<file path="src/rtl/xoodyak_cmd_loader_if.sv">
// rtl/xoodyak_cmd_loader_if.sv - host command/word handshake and core-facing bus of the loader
interface xoodyak_cmd_loader_if #(
    parameter int CNT_W = 16
) ();
    logic             cmd_valid;
    logic             cmd_ready;
    logic [2:0]       cmd_op;
    logic             cmd_cont;
    logic             word_valid;
    logic [31:0]      word_data;
    logic             word_ready;
    logic             core_start;
    logic [5:0]       core_opmode;
    logic [351:0]     core_input_data;
    logic             core_finished;
    logic             busy;
    logic [CNT_W-1:0] blocks_done;
    logic             err_illegal;
    logic             err_timeout;

    modport slave (
        input  cmd_valid, cmd_op, cmd_cont, word_valid, word_data, core_finished,
        output cmd_ready, word_ready, core_start, core_opmode, core_input_data,
               busy, blocks_done, err_illegal, err_timeout
    );

    modport master (
        output cmd_valid, cmd_op, cmd_cont, word_valid, word_data, core_finished,
        input  cmd_ready, word_ready, core_start, core_opmode, core_input_data,
               busy, blocks_done, err_illegal, err_timeout
    );
endinterface

</file>
<file path="src/rtl/xoodyak_cmd_loader.sv">
// rtl/xoodyak_cmd_loader.sv - packs host words into a 352-bit block and sequences start/finish with xoodyak_build
module xoodyak_cmd_loader #(
    parameter int TIMEOUT = 1023,
    parameter int CNT_W   = 16
) (
    input  logic                 eph1,
    input  logic                 reset,
    xoodyak_cmd_loader_if.slave  bus
);
    localparam int TW = $clog2(TIMEOUT + 1);

    typedef enum logic [1:0] {S_IDLE, S_LOAD, S_ISSUE, S_WAIT} state_t;

    state_t           state_q, state_d;
    logic [5:0]       opmode_q, opmode_d;
    logic [351:0]     data_q, data_d;
    logic [3:0]       widx_q, widx_d;
    logic [3:0]       nwords_q, nwords_d;
    logic [TW-1:0]    tmo_q, tmo_d;
    logic [CNT_W-1:0] blocks_q, blocks_d;
    logic             err_ill_q, err_ill_d;
    logic             err_tmo_q, err_tmo_d;
    logic             cmd_ready, word_ready, core_start;
    logic [8:0]       wslot;

    function automatic logic [3:0] words_for(input logic [2:0] op);
        case (op)
            3'd1, 3'd2: words_for = 4'd4;
            3'd3:       words_for = 4'd11;
            3'd4, 3'd5: words_for = 4'd6;
            default:    words_for = 4'd0;
        endcase
    endfunction

    always_ff @(posedge eph1 or posedge reset) begin
        if (reset) begin
            state_q   <= S_IDLE;
            opmode_q  <= '0;
            data_q    <= '0;
            widx_q    <= '0;
            nwords_q  <= '0;
            tmo_q     <= '0;
            blocks_q  <= '0;
            err_ill_q <= 1'b0;
            err_tmo_q <= 1'b0;
        end else begin
            state_q   <= state_d;
            opmode_q  <= opmode_d;
            data_q    <= data_d;
            widx_q    <= widx_d;
            nwords_q  <= nwords_d;
            tmo_q     <= tmo_d;
            blocks_q  <= blocks_d;
            err_ill_q <= err_ill_d;
            err_tmo_q <= err_tmo_d;
        end
    end

    always_comb begin
        state_d    = state_q;
        opmode_d   = opmode_q;
        data_d     = data_q;
        widx_d     = widx_q;
        nwords_d   = nwords_q;
        tmo_d      = tmo_q;
        blocks_d   = blocks_q;
        err_ill_d  = err_ill_q;
        err_tmo_d  = err_tmo_q;
        cmd_ready  = 1'b0;
        word_ready = 1'b0;
        core_start = 1'b0;
        // Word k lands MSB-first: top bit of slot k is 351 - 32k.
        wslot      = 9'd351 - {widx_q, 5'd0};
        case (state_q)
            S_IDLE: begin
                cmd_ready = 1'b1;
                if (bus.cmd_valid) begin
                    if (bus.cmd_op == 3'd0) begin
                        err_ill_d = 1'b1;
                    end else begin
                        opmode_d = {bus.cmd_cont, 2'b00, bus.cmd_op};
                        data_d   = '0;
                        widx_d   = '0;
                        nwords_d = words_for(bus.cmd_op);
                        state_d  = (words_for(bus.cmd_op) == 4'd0) ? S_ISSUE : S_LOAD;
                    end
                end
            end
            S_LOAD: begin
                // One settle cycle after the last word keeps start at words+2 cycles.
                if (widx_q == nwords_q) begin
                    state_d = S_ISSUE;
                end else begin
                    word_ready = 1'b1;
                    if (bus.word_valid) begin
                        data_d[wslot -: 32] = bus.word_data;
                        widx_d              = widx_q + 4'd1;
                    end
                end
            end
            S_ISSUE: begin
                core_start = 1'b1;
                tmo_d      = '0;
                state_d    = S_WAIT;
            end
            S_WAIT: begin
                if (bus.core_finished) begin
                    blocks_d = blocks_q + 1'b1;
                    state_d  = S_IDLE;
                end else begin
                    tmo_d = tmo_q + 1'b1;
                    if (tmo_q == TW'(TIMEOUT - 1)) begin
                        err_tmo_d = 1'b1;
                        state_d   = S_IDLE;
                    end
                end
            end
            default: state_d = S_IDLE;
        endcase
    end

    assign bus.cmd_ready       = cmd_ready;
    assign bus.word_ready      = word_ready;
    assign bus.core_start      = core_start;
    assign bus.core_opmode     = opmode_q;
    assign bus.core_input_data = data_q;
    assign bus.busy            = (state_q != S_IDLE);
    assign bus.blocks_done     = blocks_q;
    assign bus.err_illegal     = err_ill_q;
    assign bus.err_timeout     = err_tmo_q;
endmodule

</file>
<file path="src/flat_wrapper.sv">
// flat-port wrapper written by rule: the top's interface ports become plain ports
module xoodyak_cmd_loader_flat 
#(
    parameter int TIMEOUT = 1023,
    parameter int CNT_W   = 16
)
  (eph1, reset, bus_cmd_valid, bus_cmd_op, bus_cmd_cont, bus_word_valid, bus_word_data, bus_core_finished, bus_cmd_ready, bus_word_ready, bus_core_start, bus_core_opmode, bus_core_input_data, bus_busy, bus_blocks_done, bus_err_illegal, bus_err_timeout);
  xoodyak_cmd_loader_if #(.CNT_W(CNT_W)) bus_i ();
  input  logic eph1;
  input  logic reset;
  input wire logic [$bits(bus_i.cmd_valid)-1:0] bus_cmd_valid;
  input wire logic [$bits(bus_i.cmd_op)-1:0] bus_cmd_op;
  input wire logic [$bits(bus_i.cmd_cont)-1:0] bus_cmd_cont;
  input wire logic [$bits(bus_i.word_valid)-1:0] bus_word_valid;
  input wire logic [$bits(bus_i.word_data)-1:0] bus_word_data;
  input wire logic [$bits(bus_i.core_finished)-1:0] bus_core_finished;
  output wire logic [$bits(bus_i.cmd_ready)-1:0] bus_cmd_ready;
  output wire logic [$bits(bus_i.word_ready)-1:0] bus_word_ready;
  output wire logic [$bits(bus_i.core_start)-1:0] bus_core_start;
  output wire logic [$bits(bus_i.core_opmode)-1:0] bus_core_opmode;
  output wire logic [$bits(bus_i.core_input_data)-1:0] bus_core_input_data;
  output wire logic [$bits(bus_i.busy)-1:0] bus_busy;
  output wire logic [$bits(bus_i.blocks_done)-1:0] bus_blocks_done;
  output wire logic [$bits(bus_i.err_illegal)-1:0] bus_err_illegal;
  output wire logic [$bits(bus_i.err_timeout)-1:0] bus_err_timeout;
  assign bus_i.cmd_valid = bus_cmd_valid;
  assign bus_i.cmd_op = bus_cmd_op;
  assign bus_i.cmd_cont = bus_cmd_cont;
  assign bus_i.word_valid = bus_word_valid;
  assign bus_i.word_data = bus_word_data;
  assign bus_i.core_finished = bus_core_finished;
  assign bus_cmd_ready = bus_i.cmd_ready;
  assign bus_word_ready = bus_i.word_ready;
  assign bus_core_start = bus_i.core_start;
  assign bus_core_opmode = bus_i.core_opmode;
  assign bus_core_input_data = bus_i.core_input_data;
  assign bus_busy = bus_i.busy;
  assign bus_blocks_done = bus_i.blocks_done;
  assign bus_err_illegal = bus_i.err_illegal;
  assign bus_err_timeout = bus_i.err_timeout;
  xoodyak_cmd_loader #(.TIMEOUT(TIMEOUT), .CNT_W(CNT_W)) u_core (.eph1(eph1), .reset(reset), .bus(bus_i));
endmodule
</file>
<file path="config.mk">
export PLATFORM = sky130hd
export DESIGN_NAME = xoodyak_cmd_loader_flat
export DESIGN_NICKNAME = d
export VERILOG_FILES = /design/src/rtl/xoodyak_cmd_loader_if.sv /design/src/rtl/xoodyak_cmd_loader.sv /design/src/flat_wrapper.sv
export SDC_FILE = /design/constraint.sdc
export NUM_CORES = 1
export LEC_CHECK = 0
export ABC_AREA = 1
export CORE_MARGIN = 2
export CORE_UTILIZATION = 46
export CTS_BUF_LIST = sky130_fd_sc_hd__clkbuf_4 sky130_fd_sc_hd__clkbuf_8 sky130_fd_sc_hd__clkbuf_16
export CTS_CLUSTER_SIZE = 8
export DETAILED_ROUTE_END_ITERATION = 7
export PLACE_DENSITY = 0.85
export SLEW_MARGIN = 20
export SYNTH_ARGS = -nofsm -noshare
export SYNTH_HDL_FRONTEND = slang
export SYNTH_SLANG_ARGS = --single-unit
</file>
<file path="constraint.sdc">
create_clock -name eph1 -period 12.15 [get_ports eph1]
set_input_delay 1.8225 -clock eph1 [delete_from_list [all_inputs] [get_ports eph1]]
set_output_delay 1.8225 -clock eph1 [all_outputs]
set_load 0.02 [all_outputs]
</file>
## After elaboration in Yosys (flattened, before gate mapping)

Cells that the tools add are included.

| word-level totals | value |
|---|---|
| register bits | 394 |
| input port bits | 41 |
| output and inout port bits | 380 |

| operators by class | value |
|---|---|
| multiplexer cells | 28 |
| shift operators | 2 |
| $add $sub $neg | 5 |
| bitwise operators | 2 |
| reductions and logical operators | 15 |
| eq/ne operators | 17 |

Operators by type and width:

| kind | count |
|---|---|
| 352-bit two-way mux | 4 |
| 352-bit one-hot mux with 2 select lines | 1 |
| 32-bit by 11-bit variable shift with 383-bit output (first input constant) | 1 |
| 32-bit by 11-bit indexed part select with 383-bit output | 1 |
| 352-bit bitwise mux | 1 |
| 4-bit two-way mux | 7 |
| 10-bit one-hot mux with 2 select lines | 1 |
| 16-bit by 1-bit adder with 16-bit output (second input constant) | 1 |
| 2-bit two-way mux | 6 |
| 4-bit one-hot mux with 3 select lines | 1 |
| 9-bit negator with 11-bit output | 1 |
| 10-bit by 1-bit adder with 10-bit output (second input constant) | 1 |
| 10-bit equality test (second input constant) | 1 |
| 10-bit two-way mux | 1 |
| 2-bit inequality test (second input constant) | 5 |
| 3-bit AND reduction | 3 |
| 9-bit subtractor (first input constant) | 1 |
| 2-bit one-hot mux with 4 select lines | 1 |
| 4-bit one-hot mux with 2 select lines | 1 |
| 3-bit by 2-bit equality test with 1-bit output (second input constant) | 2 |
| 3-bit equality test (second input constant) | 2 |
| 2-bit nonzero test | 3 |
| 5-bit AND reduction | 1 |
| 4-bit by 1-bit adder with 4-bit output (second input constant) | 1 |
| other kinds (14) | 21 |

## Depth between registers and ports, before layout

| logic depth | value |
|---|---|
| word-level depth | 11 |
| mapped depth | 12 |

## Worst setup path after synthesis

No wires, ideal clock.

| path | value |
|---|---|
| path kind | register to output |
| start | register u_core.state_q[1] |
| end | output bus_word_ready |
| setup slack | 9.029 ns |
| path buffers | 2 |
| data arrival time | 1.298 ns |
| cell stages (with the launch flop) | 7 |
| required time | 10.327 ns |
| cell sequence | dfrtp_1 inv_1 ha_1 buf_4 buf_1 nand2_1 inv_1 |

| between the ends | value |
|---|---|
| longest elaborated chain between the ends | 2 |

Ends and longest elaborated chain:

| item | RTL line | RTL |
|---|---|---|
| start: declaration | xoodyak_cmd_loader.sv:14 | `state_t state_q, state_d;` |
| start signal: assignment | xoodyak_cmd_loader.sv:47 | `state_q <= state_d;` |
| 2-bit by 1-bit equality test with 1-bit output | xoodyak_cmd_loader.sv:74 | `case (state_q)` |
| 1-bit two-way mux | xoodyak_cmd_loader.sv:74 |  |
| end: declaration | flat_wrapper.sv:18 | `output wire logic [$bits(bus_i.word_ready)-1:0] bus_word_ready;` |

Every way passes these cells.

## Worst setup path in the final report

| path | value |
|---|---|
| start | input bus_cmd_op[1] |
| end | register u_core.data_q[23], in the netlist u_core.bus.core_input_data[23] |

| between the ends | value |
|---|---|
| longest elaborated chain between the ends | 3 |

Ends and longest elaborated chain:

| item | RTL line | RTL |
|---|---|---|
| start: declaration | flat_wrapper.sv:12 | `input wire logic [$bits(bus_i.cmd_op)-1:0] bus_cmd_op;` |
| 3-bit logical NOT | xoodyak_cmd_loader.sv:78 | `if (bus.cmd_op == 3'd0) begin` |
| 2-bit inequality test (no source line) | n/a |  |
| 5-bit AND reduction (no source line) | n/a |  |
| end signal: assignment | xoodyak_cmd_loader.sv:49 | `data_q <= data_d;` |
| end: declaration | xoodyak_cmd_loader.sv:16 | `logic [351:0] data_q, data_d;` |

Every way passes these cells.
A chain may end at the register's enable or synchronous reset.

==> impl_metrics.yaml <==
floorplan:
  row_count: 74
  die_h_um: 208
  fp.dieArea_mm2: 0.0431
  die_x_um: 208
  start_util_pct: 46.7
  io-pin-count: 421
  fp.coreArea_mm2: 0.0408
detailed_routing:
  vias: 18800
  drt_wl_total_mm: 68.8
  wl_met1_mm: 26.5
  route.met2.wl_mm: 31.7
  drt_iter0_drc: 1773
  drc: 0
  via_per_inst: 5.76
  detail_route.wl_per_cell_um: 21.1
  highest_layer: "met5"
  wl_met3_mm: 6.88
  drt_first_pass_iters: 6
  ant_nets: 0
flow_run:
  maxCapViolations: 0
cts:
  cts_sinks: 393
  clkTransAtPathRegs_ps: 50
  cts_buffers: 55
  cts_root_buf: "clkbuf_16"
  post_cts_buffers: 0
  cts_buffer_depth: 3
  cts_max_level: 2
  hold_buffers: 0
  ctsResizeCount: 0
  clk_latency_ps: 590
  cts_tree: "done"
yosys:
  yosysSeqAreaShare_pct: 51.6
  synth_top_family_by_area: "simple AND/OR/NAND/NOR gates"
  ys_seq_elements: 393
  syn_inst: 2418
  synth_area_mm2: 0.0191
  synth_compound_area_share_pct: 1.00
  synth_warnings: 0
  synth_adder_area_share_pct: 0.788
  synth_xor_area_share_pct: 0.735
  ys_types: 34
  yosys.area_share.simple_pct: 37.0
  avgSynthCellArea_um2: 7.88
  synthMuxAreaShare_pct: 0.0591
cells_and_area:
  syn_to_final_growth_pct: 28.9
  layout.nets: 2778
  layout_commonest_cell: "nand2_1"
  layout_common_cells: "880 x nand2_1, 418 x clkdlybuf4s50_1, 392 x dfrtp_1"
  fillers: 3391
  final_cells: 3264
  drive_above_1_share_pct: 4.33
  final_core_util_pct: 60.2
grt:
  antenna_found_initial: 5
  grt_max_degree: 170
  grt_pass1_wl_mm: 106
  track_usage_pct: 31.3
  grt-ovfl-total: 0
  grt_pass1_vias: 18400
critical_path:
  critical_path_peak_fanout: 101
  criticalPathCategory: "in -> reg"
  arrival_ps: 6030
  crit_required_ps: 12610
  end_kind: "flop"
  critPathLaunchType: "input pin"
hold_path:
  holdCritPathClass: "reg -> reg"
sta:
  fmax_mhz: 179
  fin_setup_tns_ps: 0
  finClkSkew_ps: 16.6
  hold_ws_ps: 467
  setup_viol: 0
  timing.slew.headroom_pct: 28.5
  drv_slew: 0
  rsz0062_at_grt: "no"
  min_period_ps: 5570
  hold_viol_final: 0
  post-route-period-util_pct: 45.9
  tightest_slew_ps: 1070
placement:
  io_buffers: 418
  dp_cells: 3200
  dpl.hpwl_mm: 47.6
  gp_congestion: 0.910
pwr:
  power_density_mw_per_mm2: 175
  vdd_ir_drop_max_mv: 0.117
  power_leakage_nw: 12.5
  p_total_mw: 4.30
outcome:
  status: "finished clean"
==> state kept, by name (all words and copies together) (netlist names) <==
register and flops:
u_core.bus.blocks_done 16, u_core.nwords_q 3, u_core.state_q 2, u_core.bus.err_illegal 1
u_core.tmo_q 10, u_core.bus.err_timeout 1, u_core.bus.core_input_data 352, u_core.bus.core_opmode 4
u_core.widx_q 4
==> cells by family (layout without fill, tap and decap cells) <==
group,Yosys count,count (layout)
AND/OR/NAND/NOR,1587,1587
flip-flops,393,393
buffers and inverters,373,682
AO/OA/AOI/OAI,35,35
XOR/XNOR,16,16
adder cells (fa/ha/maj),12,12
other,1,6
multiplexers,1,1
==> final timing paths <==
path | endpoint | cells after the start | startpoint | slack (ps)
worst max-delay path | u_core.bus.core_input_data[23] | 10 | bus_cmd_op[1] | 6580
worst min-delay path | u_core.bus.core_input_data[246] | 2 | u_core.bus.core_input_data[246] | 470
worst max register to register | u_core.bus.core_input_data[130] | 10 | u_core.widx_q[0] | 7240
worst min register to register | u_core.bus.core_input_data[246] | 2 | u_core.bus.core_input_data[246] | 470
max in group asynchronous | u_core.bus.core_input_data[148] | 4 | reset | 8860
min in group asynchronous | u_core.bus.core_input_data[78] | 3 | reset | 1830
==> routing by layer <==
metal / vias to the layer above / global-route usage [%]
met5: - / 0
met4: 4 / 15.9
met3: 233 / 7.47
met2: 1193 / 49.7
met1: 8946 / 40.2
li1: 8412 / -
==> critical path: stages <==
cell and delay, ps:
clkdlybuf4s50_1 520, inv_1 100, nand3_1 120, nand3_1 330, o21ai_4 180, buf_4 770
buf_4 900, nand3_2 800, nand2_1 290, nand2_1 80
==> final cells by class <==
cell class / count / area [µm²] / area share (%)
flip-flops and latches: 393 / 9840 / 40.0
multi-input cells: 1653 / 7590 / 30.9
repair buffers: 433 / 4320 / 17.6
clock buffers: 57 / 1390 / 5.66
inverters: 189 / 713 / 2.90
well taps: 532 / 666 / 2.71
clock inverters: 3 / 37.5 / 0.153
diodes: 4 / 10.0 / 0.0407
==> metrics by stage <==
| step | setup WS (ps) | cell area (µm²) |
|---|---|---|
| floorplan | 5040 | 19100 |
| global placement | 6450 | 23100 |
| detailed placement | 6210 | 23100 |
| CTS | 6800 | 24600 |
| global route | 6300 | 24600 |
| finish | 6580 | 24600 |
==> power breakdown <==
| group | internal, mW | switching [mW] | total, mW |
|---|---|---|---|
| registers | 1.39 | 0.119 | 1.51 |
| logic | 0.312 | 1.12 | 1.43 |
| clock network | 0.798 | 0.553 | 1.35 |
| total | 2.50 | 1.80 | 4.30 |
==> synth_stat cells <==
cell type  instances  share of area (%)
nor2_1           261                5.1
nor2_4             1              0.059
o21ai_0           21               0.55
clkinv_1           2              0.039
inv_2              5              0.098
ha_1              12               0.79
nand3_1           38                1.0
nor3b_1            1              0.039
clkbuf_1          32               0.63
a31oi_1            2              0.066
nand3_2           11               0.58
mux2_2             1              0.059
o22ai_1            2              0.066
nand2_1          880                 17
conb_1             1              0.020
o21bai_1           2              0.079
dfrtp_1          393                 52
xor2_1            10               0.46
nor3_1            16               0.42
inv_1            182                3.6
clkbuf_2           1              0.026
xnor2_1            6               0.28
buf_6              7               0.41
or2_2              1              0.033
a21oi_1            6               0.16
o21ai_2            1              0.046
buf_4             17               0.67
buf_2            118                3.1
nand2_2           17               0.56
nand4_1          359                 12
a21boi_0           1              0.039
buf_8              1              0.079
buf_1              8               0.16
nor2_2             2              0.066
Note: power is estimated with default switching activity, not from simulation.
==> RTL change (same settings) <==
Take the reset off `data_q` and load it in a clocked block of its own.
--- a/src/rtl/xoodyak_cmd_loader.sv
+++ b/src/rtl/xoodyak_cmd_loader.sv
@@ -37,5 +37,4 @@
             state_q   <= S_IDLE;
             opmode_q  <= '0;
-            data_q    <= '0;
             widx_q    <= '0;
             nwords_q  <= '0;
@@ -47,5 +46,4 @@
             state_q   <= state_d;
             opmode_q  <= opmode_d;
-            data_q    <= data_d;
             widx_q    <= widx_d;
             nwords_q  <= nwords_d;
@@ -55,4 +53,8 @@
             err_tmo_q <= err_tmo_d;
         end
+    end
+
+    always_ff @(posedge eph1) begin
+        data_q <= data_d;
     end
 
Function: not settled (the Yosys comparison gave no result); the edit may change what the design does.
==> RTL change against the original RTL <==
  * Sequential cell count did not move
  * Routed wire length fell by 1.7%
  * First-iteration DRC count rose by 38%
  * Critical path type is now register to primary output
  * Final area rose by 2.0%
  * Clock skew barely moved
  * Final cell count fell by 7.3%
  * Synthesized area rose by 0.96%
  * Worst setup slack improved by 0.49 ns
Power is not compared: it rests on default switching activity, and its combinational part moved more than twofold at a synthesized area within 25%.
==> RTL change: results (changes against the original RTL) <==
| Metric | Value |
|---|---|
| Status | `complete, no violations` |
| RD Place Congestion | `0.870 (-4.3%)` |
| Worst hold-check path type | `register to register` |
| Share of cells above drive strength 1 | `5.14% (+0.81 points)` |
| Clock Skew | `0.0166 ns (-0.0000703 ns)` |
| Synth top cells by count | `nor2_1, edfxtp_1, o21ai_0` |
| FILL cells | `3267 (-3.7%)` |
| TritonCTS buffer count | `55 (unchanged)` |
| Vias | `17552 (-6.6%)` |
| Largest net degree at the start of global routing | `209 (+23%)` |
| Ys async rst share | `10.4% (-90 points)` |
| CP max stage cell | `buf_4` |
| Placed cell count | `2943 (-8.0%)` |
| Number of setup buffers added after CTS | `0 (unchanged)` |
| Leak | `0.00970 uW` |
| Wirelength per Cell | `22.4 um (+6.1%)` |
| Vias in the first global route | `16549 (-10%)` |
| Clk_lat worst skew | `0.59 ns (about the same)` |
| Maximum VDD drop | `0.000218 V` |
| CP peak stage delay | `0.64 ns (-0.26 ns)` |
| Final #Nets | `2522 (-9.2%)` |
| Antenna violations before repair | `2 (-3)` |
| Yosys cell types | `37 (+8.8%)` |
| Post-synthesis sequential area ratio | `60.3% (+8.7 points)` |
| Max clock buf depth | `3 (unchanged)` |
| Worst-margin pin slew | `1.11 ns (+0.0370 ns)` |
| First-pass GRT wire length | `99400 um (-6.4%)` |
| Pre-CTS setup slack | `6.76 ns (+0.548 ns)` |
| I/O Buffers | `418 (unchanged)` |
| All-layer global routing usage | `30.0% (-1.3 points)` |
| Post-DP HPWL | `43100 um (-9.4%)` |
| Share of the synthesized area in the top cell type | `54.9% (+3.3 points)` |
| Critical path arrival | `3.26 ns (-2.77 ns)` |
| First DRT Iteration DRCs | `2438 (+38%)` |
| Max reg flops | `352 (unchanged)` |
| Synthesized area per cell | `9.08 um2 (+15%)` |
| DRT Pass-1 Iters | `7 (+1)` |
| EDFF count, synth | `352 (+352)` |
| Synth area leaders | `edfxtp_1, nor2_1, o21ai_0` |
| Crit path max fanout | `73 (-28%)` |
| Final Non-Filler Cells | `3025 (-7.3%)` |
RTL change: kinds of logic (layout without fill, tap and decap cells):
| group | Yosys count | in the layout | synth area share [%] |
|---|---|---|---|
| fa+ha+maj | 12 | 12 | 0.780 |
| other cells | 1 | 3 | 0.0195 |
| xor+xnor | 12 | 12 | 0.546 |
| buf+inv | 263 | 634 | 6.42 |
| compound gates | 353 | 353 | 9.26 |
| simple gates | 1086 | 1086 | 22.7 |
| flops | 393 | 393 | 60.3 |
RTL change: power breakdown:
| part | switching (uW) | internal, uW |
|---|---|---|
| registers | 411 | 2360 |
| clock network | 562 | 879 |
| logic | 2310 | 1330 |
| total | 3280 | 4570 |
RTL change: worst max-delay path: cells and delay by family, from the launching register on:
family / cells / cell delay (ns)
buf+inv: 5 / 1.82
simple gates: 5 / 0.45
flops: 1 / 0.38
RTL change: per-layer routing:
metal  track usage (%)  routed length, um  up-vias
met5                 0                  0        -
met4              15.0               3540        0
met3              7.26               7860      226
met2              48.8              31700     1282
met1              37.6              24500     8296
li1                  -                  -     7748
RTL change: path summary, 6_finish.rpt:
check	startpoint	endpoint	slack [ns]	cells past startpoint
min in group asynchronous	reset	u_core.tmo_q[3]	1.70	3
min	u_core.bus.err_timeout	u_core.bus.err_timeout	0.48	1
max	u_core.widx_q[0]	bus_word_ready	7.07	10
max in group asynchronous	reset	u_core.widx_q[0]	10.05	3
max reg2reg	u_core.widx_q[0]	u_core.bus.core_input_data[25]	7.62	13
min reg2reg	u_core.bus.err_timeout	u_core.bus.err_timeout	0.48	1
RTL change: stage by stage:
| stage | instance area (um2) | hold slack, ns | util [%] | power (uW) |
|---|---|---|---|---|
| floorplan | 19200 | 0.490 | - | 4880 |
| global placement | 23400 | 0.467 | 57.0 | 6240 |
| detailed placement | 23400 | 0.466 | 57.0 | 6350 |
| CTS | 25000 | 0.487 | 60.9 | 7820 |
| global route | 25100 | 0.499 | 61.0 | 8210 |
| finish | 25100 | 0.481 | 61.0 | 7860 |
RTL change: cell type report:
type / count / area (um2) / share of cell area, %
sequential: 393 / 11600 / 46.3
clock inverter: 3 / 30.0 / 0.120
timing repair buffer: 428 / 4290 / 17.1
multi-input combinational: 1465 / 6430 / 25.7
antenna: 1 / 2.50 / 0.00998
clock buffer: 77 / 1570 / 6.24
inverter: 126 / 484 / 1.93
tap: 532 / 666 / 2.66
